File: src/rtl/hdmi_tmds_decode.sv
// TMDS decoder for three word-aligned channels: control/data classification, 2-stage pipeline,
// sync recovery from blue and control-period framing lock with error tracking.
module hdmi_tmds_decode #(
   parameter int unsigned CTL_MIN      = 8,
   parameter int unsigned LOCK_PERIODS = 4,
   parameter int unsigned ERR_LIMIT    = 4
) (
   input  logic        i_pix_clk,
   input  logic        i_reset,
   input  logic [9:0]  i_r,
   input  logic [9:0]  i_g,
   input  logic [9:0]  i_b,
   output logic [7:0]  o_r,
   output logic [7:0]  o_g,
   output logic [7:0]  o_b,
   output logic        o_de,
   output logic        o_hsync,
   output logic        o_vsync,
   output logic        o_locked,
   output logic [15:0] o_err_count
);

   localparam int unsigned RunW  = $clog2(CTL_MIN + 1);
   localparam int unsigned QualW = $clog2(LOCK_PERIODS + 1);
   localparam int unsigned ErrW  = $clog2(ERR_LIMIT + 1);

   typedef enum logic [0:0] {StSearch, StLocked} state_e;

   // {is_control, c1, c0}
   function automatic logic [2:0] ctl_token(input logic [9:0] s);
      logic [2:0] t;
      case (s)
         10'h354: t = 3'b100;
         10'h0AB: t = 3'b101;
         10'h154: t = 3'b110;
         10'h2AB: t = 3'b111;
         default: t = 3'b000;
      endcase
      return t;
   endfunction

   function automatic logic [7:0] data_byte(input logic [9:0] s);
      logic [7:0] d;
      logic [7:0] q;
      d    = s[9] ? ~s[7:0] : s[7:0];
      q    = '0;
      q[0] = d[0];
      for (int i = 1; i < 8; i++) begin
         q[i] = s[8] ? (d[i] ^ d[i-1]) : ~(d[i] ^ d[i-1]);
      end
      return q;
   endfunction

   logic [2:0]       tok_r, tok_g, tok_b;
   logic [7:0]       r_byte_q, g_byte_q, b_byte_q;
   logic [2:0]       ctl_q;
   logic [1:0]       b_c_q;
   logic [RunW-1:0]  run_q, run_d;
   logic [QualW-1:0] qual_q, qual_d;
   logic [ErrW-1:0]  err_run_q, err_run_d;
   state_e           state_q, state_d;
   logic             all_ctl, all_data, disagree, qualify, de_d;

   always_comb begin
      tok_r = ctl_token(i_r);
      tok_g = ctl_token(i_g);
      tok_b = ctl_token(i_b);
   end

   // Stage 1: per-channel decode and control classification.
   always_ff @(posedge i_pix_clk or posedge i_reset) begin
      if (i_reset) begin
         r_byte_q <= '0;
         g_byte_q <= '0;
         b_byte_q <= '0;
         ctl_q    <= '0;
         b_c_q    <= '0;
      end else begin
         r_byte_q <= data_byte(i_r);
         g_byte_q <= data_byte(i_g);
         b_byte_q <= data_byte(i_b);
         ctl_q    <= {tok_r[2], tok_g[2], tok_b[2]};
         b_c_q    <= tok_b[1:0];
      end
   end

   always_comb begin
      all_ctl  = &ctl_q;
      all_data = ~|ctl_q;
      disagree = ~all_ctl & ~all_data;
      qualify  = all_data && (run_q == RunW'(CTL_MIN));
      run_d    = '0;
      if (all_ctl) begin
         run_d = (run_q == RunW'(CTL_MIN)) ? run_q : run_q + 1'b1;
      end
   end

   always_comb begin
      state_d   = state_q;
      qual_d    = qual_q;
      err_run_d = err_run_q;
      case (state_q)
         StSearch: begin
            if (disagree) begin
               qual_d = '0;
            end else if (qualify) begin
               if (qual_q == QualW'(LOCK_PERIODS - 1)) begin
                  state_d = StLocked;
                  qual_d  = '0;
               end else begin
                  qual_d = qual_q + 1'b1;
               end
            end
         end
         StLocked: begin
            if (disagree) begin
               if (err_run_q == ErrW'(ERR_LIMIT - 1)) begin
                  state_d   = StSearch;
                  err_run_d = '0;
                  qual_d    = '0;
               end else begin
                  err_run_d = err_run_q + 1'b1;
               end
            end else if (qualify) begin
               err_run_d = '0;
            end
         end
         default: state_d = StSearch;
      endcase
      // Lock is taken from the next state so o_locked lines up with the symbol that caused it.
      de_d = all_data && (state_d == StLocked);
   end

   // Stage 2: framing state and registered outputs.
   always_ff @(posedge i_pix_clk or posedge i_reset) begin
      if (i_reset) begin
         state_q     <= StSearch;
         run_q       <= '0;
         qual_q      <= '0;
         err_run_q   <= '0;
         o_r         <= '0;
         o_g         <= '0;
         o_b         <= '0;
         o_de        <= 1'b0;
         o_hsync     <= 1'b0;
         o_vsync     <= 1'b0;
         o_locked    <= 1'b0;
         o_err_count <= '0;
      end else begin
         state_q   <= state_d;
         run_q     <= run_d;
         qual_q    <= qual_d;
         err_run_q <= err_run_d;
         o_r       <= de_d ? r_byte_q : 8'h00;
         o_g       <= de_d ? g_byte_q : 8'h00;
         o_b       <= de_d ? b_byte_q : 8'h00;
         o_de      <= de_d;
         o_locked  <= (state_d == StLocked);
         if (all_ctl) begin
            o_hsync <= b_c_q[0];
            o_vsync <= b_c_q[1];
         end
         if (disagree && (o_err_count != 16'hFFFF)) begin
            o_err_count <= o_err_count + 16'd1;
         end
      end
   end

endmodule

File: config.mk
export PLATFORM = sky130hd
export DESIGN_NAME = hdmi_tmds_decode
export DESIGN_NICKNAME = d
export VERILOG_FILES = /design/src/rtl/hdmi_tmds_decode.sv
export SDC_FILE = /design/constraint.sdc
export NUM_CORES = 1
export LEC_CHECK = 0
export ABC_AREA = 1
export BUFFER_PORTS_ARGS = -buffer_cell sky130_fd_sc_hd__buf_2
export CAP_MARGIN = 20
export CORE_MARGIN = 2
export CORE_UTILIZATION = 45
export DETAILED_ROUTE_END_ITERATION = 8
export PLACE_DENSITY_LB_ADDON = 0.1
export SYNTH_ARGS = -nofsm -noshare
export SYNTH_HDL_FRONTEND = slang
export SYNTH_SLANG_ARGS = --single-unit
export TNS_END_PERCENT = 10
File: constraint.sdc
create_clock -name i_pix_clk -period 5.05 [get_ports i_pix_clk]
set_input_delay 0.505 -clock i_pix_clk [delete_from_list [all_inputs] [get_ports i_pix_clk]]
set_output_delay 0.505 -clock i_pix_clk [all_outputs]
set_load 0.01 [all_outputs]
* After elaboration in Yosys (flattened, before gate mapping)
Cells that the tools add are included.
Storage, ports and cells: flip-flop bits (word level) 83, input bits 32, output and inout bits 44, logic and storage cells 144
Cells by class: add/sub/neg operators 4, equal/unequal tests 20, muxes and demuxes 47, bitwise logic cells 48, reductions and logical operators 9
Operators by type and width (number):
- 10-bit == test, second input constant | 6
- 8-bit two-way mux | 6
- 3-bit case mux with 4 select lines | 3
- 10-bit by 8-bit == test with 1-bit output, second input constant | 3
- 10-bit by 9-bit == test with 1-bit output, second input constant | 3
- 1-bit two-way mux | 26
- 3-bit two-way mux | 8
- 8-bit inverter | 3
- 1-bit inverter | 23
- 1-bit bitwise XOR | 21
- 16-bit by 1-bit adder with 16-bit output, second input constant | 1
- 16-bit != test, second input constant | 1
- 4-bit two-way mux | 2
- 3-bit by 1-bit adder with 3-bit output, second input constant | 2
- 3-bit by 2-bit == test with 1-bit output, second input constant | 2
- 3-bit case mux with 2 select lines | 1
- 3-bit AND reduction | 2
- 4-bit by 1-bit adder with 4-bit output, second input constant | 1
- 4-bit == test, second input constant | 1
- 2-bit by 1-bit != test with 1-bit output, second input constant | 2
- 1-bit logical AND | 3
- 3-bit != test, second input constant | 1
- 3-bit OR reduction | 1
- 2-bit != test, second input constant | 1
- other kinds (5) | 5

* Depth between registers and ports, before layout
Gate-level depths: netlist of run 1.
depth after elaboration 8, depth in mapped cells 10, mapped depth without buffers 10

* Least setup slack after synthesis of run 1
Ideal clock, no wire load.
path type flip-flop to flip-flop, start register o_err_count[0], end register o_err_count[2], library setup time 0.117 ns, arrival 1.300 ns, required time 4.933 ns, slack 3.633 ns, stages on the path, launching flop included 9, clock period less this slack 1.417 ns, cell sequence dfrtp_1 > ha_1 > nand3_2 > clkinv_1 > nand3_4 > nand2_4 > buf_4 > nand3_1 > nand2_1
Between the ends: word-level cells in the longest chain between the ends 2
RTL lines:
- start, declared | RTL line 20 | output logic [15:0] o_err_count
- start signal, assigned | RTL line 164 | o_err_count <= o_err_count + 16'd1;
- branches (longest 2 deep; another with 16-bit by 1-bit adder with 16-bit output)
Several ways; the timed one is not identified. A chain may end at the register's enable or synchronous reset.

* Worst setup path in the final report of run 1
start register run_q[0], end register o_b[0]
Between the ends: word-level cells in the longest chain between the ends 7
RTL lines:
- start, declared | RTL line 58 | logic [RunW-1:0] run_q, run_d;
- start signal, assigned | RTL line 151 | run_q <= run_d;
- 4-bit == test | RTL line 91 | qualify = all_data && (run_q == RunW'(CTL_MIN));
- 1-bit logical AND | RTL line 91
- 1-bit two-way mux | RTL line 106 | end else if (qualify) begin
- 1-bit two-way mux | RTL line 104 | if (disagree) begin
- 1-bit case mux with 2 select lines | RTL line 102 | case (state_q)
- 1-bit logical AND | RTL line 131 | de_d = all_data && (state_d == StLocked);
- 8-bit two-way mux | RTL line 156 | o_b <= de_d ? b_byte_q : 8'h00;
- end signal, assigned | RTL line 156
- end, declared | RTL line 15 | output logic [7:0] o_b,
Every way passes these cells.

==> reports/metrics.cfg, run 1 <==
[status]
status = finished, final reports clean

[worst_setup_path]
slowest_delay_ns = 0.42
timing.critical_path.buf_inv = 1
cp-start-kind = register
rr_worst_depth = 8
cpMaxStageDelayCell = dfrtp_1
cp_top_family = simple AND/OR/NAND/NOR gates
cp.required_ns = 5.32
cp.arrival_ns = 1.96
crit_type = reg -> reg
cp-end-kind = register
crit_cells = 8
cp_max_fo = 25
worstPathCellList = inv_1 -> ha_1 -> nand2_1 -> nor2_2 -> nand3b_1 -> nand2_2 -> nand3_4 -> nor2_1

[yosys]
yosys.area.top_type = dfrtp_1
synth-main-ff-cell = dfrtp_1
synth_most_common_cell = nand2_1
netlist.area_leader.share_pct = 52.7
synth-async-reset-ratio_pct = 100
synth_xor_area_share_pct = 9.11
ys_seq_area_share_pct = 52.7
ys_seq_elements = 83
muxShareOfSynthArea_pct = 0
synth_top_family_by_area = simple AND/OR/NAND/NOR gates
netlist_instances = 437
syn_area_um2 = 3940
synth_area_leaders = dfrtp_1, nand2_1, inv_1, xor2_1, nand3_1
synthSimpleGateAreaFrac_pct = 25.0
syn_area_per_cell_um2 = 9.02
yosysUniqueCellTypes = 31
synthAdderAreaFrac_pct = 2.86
ys_top_cells_by_count = nand2_1, dfrtp_1, inv_1
synth-compound-area-share_pct = 1.62
syn_nets = 478
yosys_warnings = 0
synth_edf_count = 0

[clock_tree]
cts_resized = 0
cts_made_buffers = 9
cts-root-buf = clkbuf_8
clock_path_buffers = 2
clkTransAtPathRegs_ns = 0.09
cts_tree = built
cts.sinks = 83
clock_latency_ns = 0.35
cts_hold_buf = 0
cts_max_level = 3
cts_setup_buffers = 0

[floorplan]
die_w_um = 97.6
die-area_um2 = 9530
fp.dieH_um = 97.6
start_util_pct = 45.9
core_region_area_um2 = 8590
ioPinCount = 76
core.rowCount = 34

[global_routing]
grt_antenna_before_repair = 0
grt_pass1_vias = 2812
grt_pass1_wl_mm = 12.2
grt_max_degree = 84
track_usage_pct = 16.0
overflow = 0

[sta]
worst_pin_slew_ns = 0.400
timing.final.crit_period_ns = 1.69
final-hold-violation-count = 0
slew_violations = 0
rsz0062_at_grt = no
max_freq_mhz = 592
setup_viol = 0
finalSetupTns_ns = 0
fin_crit_sh_pct = 33.4
skew_ns = 0.0114
timing.slew.headroom_pct = 73.3
holdWs_ns = 0.162

[min_path]
hold_path_class = in -> async

[power]
clkPwrFrac_pct = 34.1
p_seq_share_pct = 55.5
internal-power_uw = 965
switching_share_pct = 25.9
p_leak_uw = 0.00264
powerDensity_nw_per_um2 = 282
ir_worst_vdd_uv = 119
p_sw_uw = 337
pwr-share-comb_pct = 10.4

[final_layout]
antennaDiodeCount = 0
final_design_area_no_fill_um2 = 4620
layout-drive-gt1-share_pct = 23.7
fin_nets = 560
area.growth.synth_to_final_pct = 17.2
fillerInstances = 815

[place]
dpl.hpwl_mm = 5.11
gp_congestion = 0.835
io_buffer_count = 75
dpl_cell_area_um2 = 4410

[route]
drt_iter0_markers = 113
via_count = 2882
wl_mm = 7.02
drt-pass1-iter-count = 4
drc = 0
final_antenna_net_count = 0
wl_per_cell_um = 11.1
viasPerCell = 4.56

[flow_run]
maxCapViolations = 0

per-stage QoR:
stage / std cells / power, uW / worst slack [ns] / utilization, %
2_1_floorplan: 437 / 826 / 2.41 / -
3_3_place_gp: 615 / 866 / 3.47 / 51.3
3_5_place_dp: 615 / 871 / 3.37 / 51.3
4_1_cts: 631 / 1320 / 3.35 / 53.5
5_1_grt: 632 / 1370 / 3.18 / 53.8
6_report: 632 / 1300 / 3.36 / 53.8
worst reg2reg max path: cells and delay by family, from the launching register on:
family,cells,cell delay (ns)
flip-flops,1,0.42
AND/OR/NAND/NOR,6,0.98
buffers and inverters,1,0.08
adder cells (fa/ha/maj),1,0.14
routing by layer:
| layer | up-vias | wire length, um | track usage, % |
|---|---|---|---|
| met3 | 12 | 234 | 2.81 |
| met4 | 0 | 142 | 7.37 |
| met2 | 54 | 3480 | 27.2 |
| met1 | 1331 | 3160 | 20.0 |
| met5 | - | 0 | 0 |
| li1 | 1485 | - | - |
cells in the final DEF (no fill, tap or decap), types with 2 or more instances in the layout:
| cell | netlist | final |
|---|---|---|
| buf_2 | 1 | 75 |
| clkbuf_8 | 0 | 11 |
| clkinv_2 | 0 | 3 |
| dfrtp_1 | 83 | 83 |
| ha_1 | 9 | 9 |
| inv_1 | 73 | 72 |
| inv_2 | 3 | 3 |
| nand2_1 | 104 | 104 |
| nand2_2 | 2 | 2 |
| nand2_4 | 3 | 3 |
| nand3_1 | 29 | 29 |
| nand3_2 | 3 | 3 |
| nand3_4 | 2 | 2 |
| nand3b_1 | 2 | 2 |
| nand4_1 | 5 | 5 |
| nor2_1 | 38 | 38 |
| nor2_2 | 13 | 13 |
| nor2_4 | 2 | 2 |
| nor3_1 | 3 | 3 |
| o21ai_0 | 7 | 7 |
| xnor2_1 | 14 | 14 |
| xor2_1 | 27 | 27 |
power groups by stage:
stage | clock (uW) | sequential [uW] | combinational, uW
detailed placement | 0 | 736 | 135
global placement | 0 | 734 | 131
finish | 444 | 723 | 135
CTS | 460 | 723 | 135
floorplan | 0 | 735 | 90.5
global route | 486 | 727 | 159
logic make-up (layout without fill, tap and decap cells):
logic type / after synthesis / count (layout)
buffers and inverters: 83 / 170
AND/OR/NAND/NOR: 210 / 210
adder cells (fa/ha/maj): 9 / 9
flip-flops: 83 / 83
XOR/XNOR: 41 / 41
AO/OA/AOI/OAI: 11 / 11
registers in the layout, summed over array words and instances (netlist names), 4 cells and up:
register,flops
r_byte_q,8
g_byte_q,8
b_byte_q,8
o_err_count,16
o_b,8
o_r,8
o_g,8
run_q,4
path summary, 6_finish.rpt:
path	to	slack [ns]	start
max	o_b[0]$_DFF_PP0_	3.36	run_q[0]$_DFFE_PP0P_
min	o_err_count[4]$_DFFE_PP0P_	0.16	i_reset
max reg2reg	o_b[0]$_DFF_PP0_	3.36	run_q[0]$_DFFE_PP0P_
min reg2reg	o_vsync$_DFFE_PP0P_	0.46	b_c_q[1]$_DFF_PP0_
max in group asynchronous	r_byte_q[7]$_DFF_PP0_	4.31	i_reset
min in group i_pix_clk	r_byte_q[0]$_DFF_PP0_	0.32	i_r[9]
final cells by class:
type / instances / area, um2 / area share (%)
flip-flops and latches: 83 / 2080 / 44.9
multi-input cells: 271 / 1520 / 32.9
repair buffers: 77 / 410 / 8.88
inverters: 77 / 290 / 6.28
clock buffers: 11 / 151 / 3.28
well taps: 108 / 135 / 2.92
clock inverters: 5 / 35.0 / 0.758
Power figures use the tool's default switching activity.
==> run 2: changes to the inputs <==
--- a/config.mk
+++ b/config.mk
@@ -5,7 +5,7 @@
 export SDC_FILE = /design/constraint.sdc
 export NUM_CORES = 1
 export LEC_CHECK = 0
-export ABC_AREA = 1
+export ABC_AREA = 0
 export BUFFER_PORTS_ARGS = -buffer_cell sky130_fd_sc_hd__buf_2
 export CAP_MARGIN = 20
 export CORE_MARGIN = 2
==> constraint.sdc (replaced) <==
create_clock -name i_pix_clk -period 1.7 [get_ports i_pix_clk]
set_input_delay 0.17 -clock i_pix_clk [delete_from_list [all_inputs] [get_ports i_pix_clk]]
set_output_delay 0.17 -clock i_pix_clk [all_outputs]
set_load 0.01 [all_outputs]
==> reports/metrics.cfg, run 2 <==
[worst_setup_path]
crit_type = reg -> reg  ; unchanged
cp-start-kind = register  ; unchanged
cp_max_fo = 4  ; was 25
cp-end-kind = register  ; unchanged
regToRegStartpoint = ctl_q[1]$_DFF_PP0_  ; was run_q[0]$_DFFE_PP0P_
cp.arrival_ns = 1.82  ; was 1.96 ns
rr_worst_depth = 5  ; was 8
cp.required_ns = 1.92  ; was 5.32 ns
reg2reg_to = qual_q[0]$_DFFE_PP0P_  ; was o_b[0]$_DFF_PP0_
reg2reg_slack_ns = 0.10  ; was 3.36 ns

[sta]
setup_viol = 0  ; unchanged
timing.final.crit_period_ns = 1.60  ; was 1.69 ns
worst_pin_slew_ns = 0.376  ; was 0.400 ns
slew_violations = 0  ; unchanged
fin_crit_sh_pct = 94.1  ; was 33.4%
finalSetupTns_ns = 0  ; unchanged
skew_ns = 0.00729  ; was 0.0114 ns
rsz0062_at_grt = yes  ; was no
timing.slew.headroom_pct = 74.6  ; was 73.3%
final-hold-violation-count = 0  ; unchanged
max_freq_mhz = 625  ; was 592 MHz

[power]
powerDensity_nw_per_um2 = 905  ; was 282 nW/um2
p_sw_uw = 889  ; was 337 uW
p_leak_uw = 0.00233  ; was 0.00264 uW
internal-power_uw = 3160  ; was 965 uW
ir_worst_vdd_uv = 439  ; was 119 uV
p_seq_share_pct = 52.6  ; was 55.5%
switching_share_pct = 22.0  ; was 25.9%
clkPwrFrac_pct = 38.9  ; was 34.1%
pwr-share-comb_pct = 8.6  ; was 10.4%

[yosys]
ys_top_cells_by_count = dfrtp_1, and2_1, xnor2_1, xor2_1, nand2_1  ; was nand2_1, dfrtp_1, inv_1
ys_seq_area_share_pct = 58.4  ; was 52.7%
syn_area_per_cell_um2 = 12.2  ; was 9.02 um2
synth-async-reset-ratio_pct = 100  ; unchanged
syn_area_um2 = 3560  ; was 3940 um2
synth-main-ff-cell = dfrtp_1  ; unchanged
synth_most_common_cell = dfrtp_1  ; was nand2_1
synth_area_leaders = dfrtp_1, xnor2_1, xor2_1, and2_1, ha_1  ; was dfrtp_1, nand2_1, inv_1, xor2_1, nand3_1
yosys_warnings = 0  ; unchanged
yosys.area.top_type = dfrtp_1  ; unchanged
yosysUniqueCellTypes = 40  ; was 31
syn_nets = 333  ; was 478
netlist_instances = 292  ; was 437
ys_seq_elements = 83  ; unchanged
synth_edf_count = 0  ; unchanged
netlist.area_leader.share_pct = 58.4  ; was 52.7%

[final_layout]
final_cell_mix = dfrtp_1, buf_2, and2_1  ; was nand2_1, dfrtp_1, buf_2
fin_util_pct = 58.2  ; was 53.8%
largest_register_ffs = 16  ; unchanged
stdcell_count = 499  ; was 632
layout-drive-gt1-share_pct = 31.2  ; was 23.7%
ff_latch_area_um2 = 2080  ; about the same
fin_nets = 434  ; was 560
area.growth.synth_to_final_pct = 25.6  ; was 17.2%
fillerInstances = 681  ; was 815
multi_input_area_um2 = 1410  ; was 1520 um2
antennaDiodeCount = 0  ; unchanged
largest-register = o_err_count  ; unchanged
final_common_cell = dfrtp_1  ; was nand2_1

[floorplan]
die-area_um2 = 8640  ; was 9530 um2
die_w_um = 92.9  ; was 97.6 um
core_region_area_um2 = 7690  ; was 8590 um2
fp.dieH_um = 92.9  ; was 97.6 um
core.rowCount = 32  ; was 34
start_util_pct = 46.3  ; was 45.9%
ioPinCount = 76  ; unchanged

[place]
dp.cells = 480  ; was 615
io_buffer_count = 75  ; unchanged
gp_congestion = 0.868  ; was 0.835
dpl.hpwl_mm = 4.63  ; was 5.11 mm

[global_routing]
overflow = 0  ; unchanged
grt_pass1_wl_mm = 10.9  ; was 12.2 mm
gr-usage-met2_pct = 25.5  ; was 27.2%
grt_pass1_vias = 2349  ; was 2,812
grt_use_met1_pct = 21.5  ; was 20.0%
grt_max_degree = 52  ; was 84
grt_busiest_layer = met2  ; unchanged
track_usage_pct = 16.2  ; was 16.0%
grtUsageMet3_pct = 3.74  ; was 2.81%
grt_antenna_before_repair = 0  ; unchanged

[route]
drt-pass1-iter-count = 4  ; unchanged
final_antenna_net_count = 0  ; unchanged
drt_iter0_markers = 109  ; was 113
wl_mm = 6.45  ; was 7.02 mm
via_count = 2409  ; was 2,882
viasPerCell = 4.83  ; was 4.56
drc = 0  ; unchanged
wl_per_cell_um = 12.9  ; was 11.1 um

[min_path]
min_to = b_byte_q[0]$_DFF_PP0_
hold_depth = 2
hold_path_class = in -> reg  ; was in -> async
holdCritStartpoint = i_b[9]

[clock_tree]
cts-root-buf = clkbuf_8  ; unchanged
clock_path_buffers = 2  ; unchanged
cts_tree = built  ; unchanged
cts.sinks = 83  ; unchanged
cts_made_buffers = 9  ; unchanged
clock_latency_ns = 0.34  ; was 0.35 ns
clkTransAtPathRegs_ns = 0.08  ; was 0.09 ns
cts_max_level = 3  ; unchanged

[status]
status = finished, final reports clean  ; unchanged

[flow_run]
maxCapViolations = 0  ; unchanged

==> run 2: cell types whose count changed after synthesis, sizes merged, moves of 5 or more <==
cell    before  now
xnor2       14   24
inv         76   11
buf          6    1
mux2         0    6
nor4bb       0    5
and2         0   25
clkbuf       0    7
and3         0    5
nor2b        0    5
nor2        53   10
nand2      109   20
nand3       34    8
==> run 2: layer usage <==
layer  part of all wire [%]  up-vias
li1                       -     1184
met1                     46     1166
met2                     48       53
met3                    4.2        6
met4                    1.5        0
met5                      0        -
==> run 2: kinds of logic (layout without fill, tap and decap cells) <==
group | Yosys count | count (layout) | share of synthesized area, %
buffers and inverters | 19 | 124 | 2.22
AND/OR/NAND/NOR | 106 | 106 | 18.4
flip-flops | 83 | 83 | 58.4
XOR/XNOR | 48 | 48 | 11.8
adder cells (fa/ha/maj) | 9 | 9 | 3.16
multiplexers | 7 | 7 | 2.18
AO/OA/AOI/OAI | 20 | 20 | 3.87
==> run 2: worst max path at each step <==
stage	start	to
6_report	ctl_q[1]$_DFF_PP0_	qual_q[0]$_DFFE_PP0P_
5_1_grt	o_err_count[0]$_DFFE_PP0P_	o_err_count[7]$_DFFE_PP0P_
4_1_cts	ctl_q[2]$_DFF_PP0_	o_err_count[10]$_DFFE_PP0P_
3_5_place_dp	ctl_q[2]$_DFF_PP0_	o_err_count[10]$_DFFE_PP0P_
3_3_place_gp	o_err_count[4]$_DFFE_PP0P_	o_err_count[11]$_DFFE_PP0P_
2_1_floorplan	ctl_q[2]$_DFF_PP0_	o_err_count[10]$_DFFE_PP0P_
==> run 2: layout make-up <==
cell class	instances	share of cell area (%)
Clock inverter	4	1.65
Multi-Input combinational cell	190	31.6
Clock buffer	11	3.39
Inverter	11	1.01
Sequential cell	83	46.5
Timing Repair Buffer	98	13.0
Tap cell	102	2.85
==> run 2: worst max-delay path: stages (launching register included) <==
cell,delay (ns)
dfrtp_1,0.41
nor3_2,0.34
buf_4,0.19
a21oi_1,0.07
nand2_1,0.13
mux2_2,0.34
==> run 2: timing repair <==
item	in CTS	in global routing
buffers inserted	0	1
setup endpoints to repair	0	7
hold buffers	3	0
gates resized for setup	0	3
hold endpoints to repair	85	0
==> run 2: power groups by stage <==
stage	combinational (uW)	sequential [uW]	clock, uW
finish	347	2130	1570
global route	394	2150	1700
CTS	359	2130	1610
detailed placement	353	2170	0
global placement	340	2160	0
floorplan	214	2170	0
==> run 2: metrics by stage <==
stage	setup WS (ns)	power (uW)	area, um2	hold slack, ns
floorplan	0.0428	2380	3560	0.257
detailed placement	0.0658	2520	4200	0.273
CTS	0.0443	4100	4450	0.0212
global placement	0.109	2500	4200	0.272
finish	0.101	4050	4470	0.0373
global route	-0.0259	4240	4470	0.0257
==> run 3: changes to the inputs <==
--- a/config.mk
+++ b/config.mk
@@ -8,6 +8,7 @@
 export ABC_AREA = 0
 export BUFFER_PORTS_ARGS = -buffer_cell sky130_fd_sc_hd__buf_2
 export CAP_MARGIN = 20
+export CORE_ASPECT_RATIO = 1.4
 export CORE_MARGIN = 2
 export CORE_UTILIZATION = 45
 export DETAILED_ROUTE_END_ITERATION = 8
==> reports/metrics.cfg, run 3 (synthesis gave the netlist of run 2 again) <==
[sta]
skew_ns = 0.00898  ; was 0.00729 ns
timing.slew.headroom_pct = 71.1  ; was 74.6%
fin_crit_sh_pct = 96.9  ; was 94.1%
max_freq_mhz = 607  ; was 625 MHz
timing.final.crit_period_ns = 1.65  ; was 1.60 ns
setup_viol = 0  ; unchanged
worst_slack_ns = 0.0531  ; was 0.101 ns
slew_violations = 0  ; unchanged
worst_pin_slew_ns = 0.433  ; was 0.376 ns
rsz0062_at_grt = yes  ; unchanged
final-hold-violation-count = 0  ; unchanged
finalSetupTns_ns = 0  ; unchanged

[route]
drt_iter0_markers = 114  ; was 109
drc = 0  ; unchanged
wl_mm = 6.76  ; was 6.45 mm
drt-pass1-iter-count = 4  ; unchanged
via_count = 2407  ; was 2,409
final_antenna_net_count = 0  ; unchanged
wl_per_cell_um = 13.6  ; was 12.9 um
viasPerCell = 4.84  ; was 4.83

[power]
p_leak_uw = 0.00231  ; was 0.00233 uW
powerDensity_nw_per_um2 = 874  ; was 905 nW/um2
finalPower_uw = 3890  ; was 4050 uW
ir_worst_vdd_uv = 570  ; was 439 uV

[worst_setup_path]
timing.critical_path.buf_inv = 1  ; unchanged
slowest_delay_ns = 0.43  ; was 0.41 ns
cpMaxStageDelayCell = dfrtp_1  ; unchanged
crit_type = reg -> reg  ; unchanged
cp.arrival_ns = 1.88  ; was 1.82 ns
cp.required_ns = 1.93  ; was 1.92 ns
cp-start-kind = register  ; unchanged
cp_max_fo = 5  ; was 4
cp-end-kind = register  ; unchanged
regToRegStartpoint = o_err_count[0]$_DFFE_PP0P_  ; was ctl_q[1]$_DFF_PP0_
cp_top_family = simple AND/OR/NAND/NOR gates  ; unchanged
cp-startpoint = o_err_count[0]$_DFFE_PP0P_  ; was ctl_q[1]$_DFF_PP0_
worstPathCellList = ha_4 -> nand4_1 -> nor4_4 -> buf_4 -> nor2_2 -> mux2_2  ; was nor3_2 -> buf_4 -> a21oi_1 -> nand2_1 -> mux2_2

[final_layout]
layout-drive-gt1-share_pct = 30.7  ; was 31.2%
largest_register_ffs = 16  ; unchanged
final_design_area_no_fill_um2 = 4460  ; was 4470 um2
largest-register = o_err_count  ; unchanged
antennaDiodeCount = 0  ; unchanged
final_cell_mix = dfrtp_1, buf_2, and2_1  ; unchanged
final_common_cell = dfrtp_1  ; unchanged
area.growth.synth_to_final_pct = 25.2  ; was 25.6%
fin_nets = 433  ; was 434

[clock_tree]
clkTransAtPathRegs_ns = 0.08  ; about the same
cts.sinks = 83  ; unchanged
clock_latency_ns = 0.35  ; was 0.34 ns
cts_made_buffers = 9  ; unchanged
clock_path_buffers = 2  ; unchanged
cts-root-buf = clkbuf_8  ; unchanged
cts_tree = built  ; unchanged
cts_max_level = 3  ; unchanged

[place]
pre_cts_ws_ns = 0.0501  ; was 0.0658 ns
io_buffer_count = 75  ; unchanged
gp_congestion = 0.810  ; was 0.868
dpl_cell_area_um2 = 4160  ; was 4200 um2
dpl.hpwl_mm = 4.77  ; was 4.63 mm

[floorplan]
die_w_um = 79.2  ; was 92.9 um
core.rowCount = 38  ; was 32
die-area_um2 = 8640  ; about the same
ioPinCount = 76  ; unchanged
fp.dieH_um = 109  ; was 92.9 um
start_util_pct = 46.2  ; was 46.3%
core_region_area_um2 = 7700  ; was 7690 um2

[global_routing]
grt_antenna_before_repair = 0  ; unchanged
grt_pass1_vias = 2453  ; was 2,349
grt_pass1_wl_mm = 11.5  ; was 10.9 mm
track_usage_pct = 17.4  ; was 16.2%
overflow = 0  ; unchanged
grt_max_degree = 84  ; was 52

[flow_run]
maxCapViolations = 0  ; unchanged

[min_path]
hold_path_class = in -> reg  ; unchanged
holdCritStartpoint = i_g[0]  ; was i_b[9]

[status]
status = finished, final reports clean  ; unchanged

## run 3: cell types whose count changed in the layout (fill, tap and decap cells not counted), sizes merged
| cell | change |
|---|---|
| buf | -1 |
| clkbuf | +4 |
| bufinv | -2 |
| clkinv | -1 |
## run 3: final timing paths
path / end / slack [ns] / cells after the start
min in group asynchronous: o_r[6]$_DFF_PP0_ / 0.48 / 4
max reg2reg: o_err_count[1]$_DFFE_PP0P_ / 0.05 / 6
min reg2reg: o_r[2]$_DFF_PP0_ / 0.44 / 1
min: g_byte_q[0]$_DFF_PP0_ / 0.03 / 2
max: o_err_count[1]$_DFFE_PP0P_ / 0.05 / 6
max in group asynchronous: o_b[3]$_DFF_PP0_ / 0.87 / 4
## run 3: area by class of cell
cell class	instances	area, um2
Inverter	11	45.0
Timing Repair Buffer	97	577
Clock inverter	1	5.00
Clock buffer	15	186
Multi-Input combinational cell	190	1440
Fill cell	701	3250
Tap cell	100	125
Sequential cell	83	2080
## run 3: worst register-to-register path: cells and delay by family, from the launching register on
kind / cells / cell delay [ns]
flops: 1 / 0.43
fa+ha+maj: 1 / 0.17
buf+inv: 1 / 0.18
simple gates: 3 / 0.48
mux: 1 / 0.27
## run 3: what timing repair did
item | in CTS | in global routing
endpoints found under the hold margin | 85 | 0
endpoints found under the setup margin | 0 | 14
resized for setup | 0 | 7
buffers inserted | 0 | 5
hold buffers | 3 | 0
## run 3: routing by layer
| layer | vias to the layer above | GRT usage, % | routed length, um |
|---|---|---|---|
| li1 | 1182 | - | - |
| met1 | 1172 | 19.5 | 2730 |
| met2 | 48 | 30.1 | 3620 |
| met3 | 5 | 5.46 | 307 |
| met4 | 0 | 8.25 | 97 |
| met5 | - | 0 | 0 |
## run 3: where the power goes
part | internal (uW) | switching (uW) | total (uW)
clock network | 691 | 670 | 1360
logic | 213 | 184 | 397
registers | 2090 | 50.2 | 2140
total | 2990 | 904 | 3890
## run 3: per-stage QoR
| stage | instances | hold slack (ns) | utilization [%] |
|---|---|---|---|
| 2_1_floorplan | 292 | 0.257 | - |
| 5_1_grt | 497 | 0.0119 | 57.9 |
| 4_1_cts | 492 | 0.0101 | 56.8 |
| 3_3_place_gp | 473 | 0.328 | 53.9 |
| 3_5_place_dp | 473 | 0.331 | 53.9 |
| 6_report | 497 | 0.0322 | 57.9 |
